### src/rtl/cacheline_adaptor_pkg.sv
// cacheline_adaptor_pkg: shared widths and FSM state type for the line/burst adaptor
package cacheline_adaptor_pkg;
    localparam int LINE_WIDTH  = 256;
    localparam int BURST_WIDTH = 64;
    localparam int BEATS       = LINE_WIDTH / BURST_WIDTH;
    typedef enum logic [1:0] {IDLE, READ, WRITE, DONE} adaptor_state_t;
endpackage

### src/rtl/cacheline_adaptor.sv
// cacheline_adaptor: gathers four 64-bit memory beats into a 256-bit cache line and
// splits a 256-bit writeback line into four beats.
module cacheline_adaptor
    import cacheline_adaptor_pkg::*;
(
    input  logic                   clk,
    input  logic                   rst,
    input  logic [31:0]            address_i,
    input  logic [LINE_WIDTH-1:0]  line_i,
    output logic [LINE_WIDTH-1:0]  line_o,
    input  logic                   read_i,
    input  logic                   write_i,
    output logic                   resp_o,
    output logic [31:0]            address_o,
    input  logic [BURST_WIDTH-1:0] burst_i,
    output logic [BURST_WIDTH-1:0] burst_o,
    output logic                   read_o,
    output logic                   write_o,
    input  logic                   resp_i
);
    adaptor_state_t        state_q, state_d;
    logic [1:0]            cnt_q, cnt_d;
    logic [LINE_WIDTH-1:0] buf_q, buf_d;
    logic [31:0]           addr_q, addr_d;
    logic                  last;

    assign last      = cnt_q == 2'(BEATS - 1);
    assign read_o    = state_q == READ;
    assign write_o   = state_q == WRITE;
    assign resp_o    = state_q == DONE;
    assign address_o = addr_q;
    assign line_o    = buf_q;
    assign burst_o   = write_o ? buf_q[BURST_WIDTH*int'(cnt_q) +: BURST_WIDTH] : '0;

    always_ff @(posedge clk) begin
        if (rst) begin
            state_q <= IDLE;
            cnt_q   <= '0;
            buf_q   <= '0;
            addr_q  <= '0;
        end else begin
            state_q <= state_d;
            cnt_q   <= cnt_d;
            buf_q   <= buf_d;
            addr_q  <= addr_d;
        end
    end

    // The 2-bit count wraps 3->0 naturally on the final beat, leaving it cleared for DONE.
    always_comb begin
        state_d = state_q;
        cnt_d   = cnt_q;
        buf_d   = buf_q;
        addr_d  = addr_q;
        case (state_q)
            IDLE: begin
                if (read_i || write_i) begin
                    addr_d  = {address_i[31:5], 5'b0};
                    cnt_d   = '0;
                    state_d = read_i ? READ : WRITE;
                    if (!read_i) buf_d = line_i;
                end
            end
            READ: begin
                if (resp_i) begin
                    buf_d[BURST_WIDTH*int'(cnt_q) +: BURST_WIDTH] = burst_i;
                    cnt_d   = cnt_q + 2'd1;
                    state_d = last ? DONE : READ;
                end
            end
            WRITE: begin
                if (resp_i) begin
                    cnt_d   = cnt_q + 2'd1;
                    state_d = last ? DONE : WRITE;
                end
            end
            default: state_d = IDLE;
        endcase
    end
endmodule

### config.mk
export PLATFORM = sky130hd
export DESIGN_NAME = cacheline_adaptor
export DESIGN_NICKNAME = d
export VERILOG_FILES = /design/src/rtl/cacheline_adaptor_pkg.sv /design/src/rtl/cacheline_adaptor.sv
export SDC_FILE = /design/constraint.sdc
export NUM_CORES = 1
export LEC_CHECK = 0
export CORE_AREA = 2 2 275 277
export DETAILED_ROUTE_END_ITERATION = 7
export DIE_AREA = 0 0 277 279
export SKIP_CTS_REPAIR_TIMING = 1
export SLEW_MARGIN = 5
export SYNTH_ARGS = -nofsm -noshare
export SYNTH_HDL_FRONTEND = slang
export SYNTH_SLANG_ARGS = --single-unit
export TNS_END_PERCENT = 100
### constraint.sdc
create_clock -name clk -period 2.3 [get_ports clk]
set_input_delay 0.46 -clock clk [delete_from_list [all_inputs] [get_ports clk]]
set_output_delay 0.46 -clock clk [all_outputs]
set_load 0.005 [all_outputs]
Word level (Yosys, flattened, before mapping)
Cells that the tools add are included.
- muxes and demuxes: 16
- reductions and logical operators: 9
- equal/unequal tests: 9
- shifts and indexed selects: 3
- $add $sub $neg: 2
- operators with widths (kind ; number):
    $mux W256 ; 3
    $pmux W256 S2 ; 1
    $bwmux W256 ; 1
    $shift A64 B33 Y256 const A ; 1
    $shiftx A256 B9 Y64 ; 1
    $shiftx A64 B33 Y256 ; 1
    $mux W64 ; 1
    $neg A8 Y33 ; 1
    $mux W2 ; 7
    $eq A2 B2 Y1 const B ; 3
    $ne A2 B1 Y1 const B ; 3
    $pmux W2 S3 ; 1
    $reduce_and A3 Y1 ; 2
    $ne A2 B2 Y1 const B ; 2
    $pmux W2 S2 ; 1
    $reduce_and A4 Y1 ; 1
    $reduce_bool A2 Y1 ; 2
    $add A2 B1 Y2 const B ; 1
    $eq A2 B1 Y1 const B ; 1
    $logic_not A2 Y1 ; 1
    $reduce_and A2 Y1 ; 1
    $reduce_or A2 Y1 ; 1
    $logic_or A1 B1 Y1 ; 1
    $mux W1 ; 1
- input bits: 357
- register bits: 287
- word-level logic and storage cells: 43
- output and inout bits: 355

Depth between registers and ports, before layout
- depth after elaboration: 5
- gate-level depth with buffers: 10
- mapped depth without buffers: 6

Worst setup path after synthesis
Ideal clock, no wire load.
- path kind: register to register
- start: register cnt_q[1]
- end: register buf_q[192] (netlist: line_o[192])
- arrival time: 2.301 ns
- data required time: 2.209 ns
- buffers on the path: 4
- cell stages (with the launch flop): 11
- clock period less this slack: 2.392 ns
- slack: -0.092 ns
- library setup time: 0.091 ns
- cell sequence: dfxtp_1 > buf_2 > buf_1 > inv_1 > ha_1 > nand3b_2 > nor3b_1 > buf_2 > buf_4 > nand2_1 > a311oi_1
- word-level cells in the longest chain between the ends: 5
- elaborated cells between the ends (all ways): 6
- classes of those cells: 1 x add/sub; 2 x shift; 3 x mux
- ends and longest elaborated chain (what ; RTL line ; text):
    from (decl) ; cacheline_adaptor.sv:22 ; logic [1:0] cnt_q, cnt_d;
    from (signal assigned) ; cacheline_adaptor.sv:43 ; cnt_q <= cnt_d;
    $neg A8 Y33 (*) ; cacheline_adaptor.sv:66 ; buf_d[BURST_WIDTH*int'(cnt_q) +: BURST_WIDTH] = burst_i;
    $shiftx A64 B33 Y256 or $shift A64 B33 Y256 (tied branches) ; cacheline_adaptor.sv:66 ;
    $bwmux W256 (*) ; cacheline_adaptor.sv:66 ;
    $mux W256 (*) ; cacheline_adaptor.sv:65 ; if (resp_i) begin
    $pmux W256 S2 (*) ; cacheline_adaptor.sv:55 ; case (state_q)
    to (signal assigned) ; cacheline_adaptor.sv:44 ; buf_q <= buf_d;
    to (decl) ; cacheline_adaptor.sv:23 ; logic [LINE_WIDTH-1:0] buf_q, buf_d;
Mark *: on every way between the ends. The rest lies on a longest branch, timed or not. The select of a mux whose other input is x is not followed.
A chain may end at the register's enable or synchronous reset.

Worst setup path in the final report
- start: register cnt_q[0]
- end: output burst_o[5]
- word-level cells in the longest chain between the ends: 2
- ends and longest elaborated chain (what ; RTL line ; text):
    $shiftx A256 B9 Y64 ; cacheline_adaptor.sv:33 ; assign burst_o = write_o ? buf_q[BURST_WIDTH*int'(cnt_q) +: BURST_WIDTH] : '0;
    $mux W64 ; cacheline_adaptor.sv:33 ;
    to (decl) ; cacheline_adaptor.sv:16 ; output logic [BURST_WIDTH-1:0] burst_o,
No other way between the ends.

==> results.tsv <==
stage	metric	value	unit
yosys	most frequent cell after synthesis	nand2_1	
die	initial core utilization	19.18	%
layout	register area	5754	um^2
layout	filler cell count	7613	
die	row cnt	100	
die	Die H	279	um
yosys	mapped cell area	14210	um^2
yosys	Ys Warns	0	
placed_design	I/O Buffers	701	
clock_network	Clock Path Buffers	3	
route	Vias	16770	
route	DRT iter0 DRCs	1300	
route	Post-DRT Antenna Nets	0	
job	Max Cap Viol	0	
yosys	Seq/Total Area, Yosys	40.44	%
sta	unrepaired setup endpoints after global routing	true	
yosys	EDFF count, synth	0	
min_path	hold depth	2	
route	Metal-1 WL	31600	um
sta	Fmax	365.9	MHz
setup_path	largest stage delay on the critical path	0.47	ns
die	core box area	74070	um^2
setup_path	slowest CP cell	mux4_2	
yosys	Cells after Synth	1687	
clock_network	clock root cell	clkbuf_16	
sta	Final Cycle Share	118.8	%
min_path	hold endpoint	line_o[96]	
route	First-pass DRT Iterations	7	
yosys	area leader, netlist	dfxtp_1	
layout	area occupied by multi-input gates	7915	um^2
placed_design	total placed cells including tap cells	3327	
global_routing	initial antenna violation count	3	
sta	Fin. Hold Viols	0	
clock_network	H-tree depth	2	
setup_path	r2r setup slk	-0.14	ns
setup_path	CP arrival	2.27	ns
clock_network	Worst-Skew Late Latency	0.56	ns
yosys	count of state elements after synthesis	287	
route	Residual DRC	0	
layout	P&R area growth vs syn	81.79	%
status	failing checks	setup timing	
sta	Final setup viols	146	
setup_path	Worst Path Max Fanout	6	
pwr	PwrDens	1189	nW/um^2
status	outcome	finished, violations left	
setup_path	worst r2r dst	line_o[241]	
setup_path	Most Frequent Cell on Critical Path	buf_12	
route	met3 wire length	6593	um
global_routing	grt total ovfl	0	
placed_design	DP HPWL	53470	um
route	routed vias/inst	4.824	
setup_path	CP Cell Sequence	buf_12 -> buf_12 -> buf_12 -> buf_8 -> buf_6 -> mux4_2 -> and2_4 -> buf_6	
min_path	Min-Delay Path Class	primary input to flop	
pwr	Leak	9.867	nW
setup_path	RR Startpoint	cnt_q[0]	
yosys	Syn Area/Cell	8.421	um^2
layout	fin util	34.87	%
clock_network	CTS Sinks	287	
layout	fin nets	2840	
yosys	top-area cell type share of the netlist area	40.44	%
yosys	Yosys cell types	34	
route	total wire length	78410	um
setup_path	Worst Setup Start Kind	flop	
global_routing	global-route usage over all layers	17.54	%
min_path	min-delay src	rst	
pwr	Design Power	0.03071	W
placed_design	placer congestion estimate	0.8860	
global_routing	first-pass GRT wire length	103800	um
yosys	async set-reset flop share out of synthesis	0	%
setup_path	Reg2Reg Depth	12	
sta	Worst Slack Setup Final	-0.4331	ns
clock_network	Worst-path clk slew	0.07	ns
setup_path	CP Class	flop to output port	
die	Die Area	77280	um^2
die	chip width	277	um
yosys	synth cell count leaders	nand2_1 (444), dfxtp_1 (287), nor2_1 (260), a311oi_1 (192), clkbuf_1 (78)	
global_routing	vias in the first global route	15710	
route	highest routed metal layer	met4	
sta	max-slew violation count	0	
setup_path	Req. time, crit path	1.84	ns
yosys	Synth Flop Type	dfxtp_1	
layout	Finished Layout Cells	3475	
clock_network	cts bufs inserted	38	
route	per-cell routed wire length	22.56	um
die	# IOs	712	
pwr	peak supply drop	584.0	uV
setup_path	crit end category	output port	
global_routing	largest net degree at the start of global routing	61	
sta	minimum clock period	2.733	ns
sta	Hold Slack	0.3554	ns
yosys	top post-synthesis cells by area	dfxtp_1 (40%), a311oi_1 (12%), nand2_1 (12%)	
sta	clk_skew	0.03552	ns
clock_network	TritonCTS clock tree	done	
route	met2 WL post-DR	37440	um
layout	share of post-route cells with drive strength above 1	19.34	%
## critical path, delay by kind of cell, from the launching register on
family        cells  cell delay (ns)
buf+inv           6             0.69
flops             1             0.38
mux               1             0.47
simple gates      1             0.15
## state kept, by name (all words and copies together), names as in the netlist
signal	cells
state_q	2
line_o	256
cnt_q	2
address_o	27
## metal layers
metal | GRT usage, % | vias up
met4 | 6.605 | 0
met1 | 21.56 | 8115
met5 | 0 | -
li1 | - | 7629
met3 | 3.924 | 142
met2 | 29.88 | 879
## worst max-delay path by stage
stage          cells after the start      from  slack [ns]          end
5_1_grt                            8  cnt_q[0]       -0.51   burst_o[5]
4_1_cts                            5  cnt_q[0]       -0.70  burst_o[55]
3_3_place_gp                       8    read_i        -0.1  line_o[151]
2_1_floorplan                     10  cnt_q[0]        0.08  line_o[192]
3_5_place_dp                       8    read_i       -0.07  line_o[151]
6_report                           8  cnt_q[0]       -0.43   burst_o[5]
## cell families (layout without fill, tap and decap cells)
group                      count (synthesis)  after routing  synth area share [%]
and+or+nand+nor                          844            844                 24.35
AOI/OAI and AO/OA                        296            296                 17.47
DFF                                      287            287                 40.44
buffers and inverters                    182            994                 6.465
muxes                                     67             67                 10.37
adders and majority gates                 10             10                0.8807
other                                      1              8               0.02640
## where the power goes
group | leakage [nW] | internal (W) | switching [W]
Combinational | 6.87 | 0.00851 | 0.00753
Sequential | 2.36 | 0.00684 | 0.00172
Clock | 0.640 | 0.00361 | 0.00249
## cell type report
class,instances,area share [%]
multi-input combinational,1222,30.65
sequential,287,22.28
clock inverter,10,0.2955
clock buffer,60,4.665
inverter,6,0.1260
antenna,3,0.02907
timing repair buffer,918,37.26
tap,969,4.695
## cells in the final DEF (no fill, tap or decap), drive strengths merged, types with 7 or more instances in the layout
cell type,netlist,final
a311oi,192,192
and2,64,64
buf,98,224
clkdlybuf4s50,0,635
inv,6,9
dlymetal6s2s,0,20
nor3,64,64
dfxtp,287,287
nand2,444,444
nor2,261,261
a221oi,65,65
clkinv,0,7
mux4,64,64
ha,10,10
clkbuf,78,99
a21oi,27,27
## stage by stage
step / TNS, ns / worst slack (ns) / instance area (um^2)
floorplan: 0 / 0.07553 / 14220
CTS: -39.49 / -0.7022 / 24500
global placement: -4.447 / -0.09708 / 23220
finish: -22.56 / -0.4331 / 25830
global route: -40.52 / -0.5077 / 25830
detailed placement: -3.056 / -0.07383 / 23220
(Power assumes the default switching activity.)
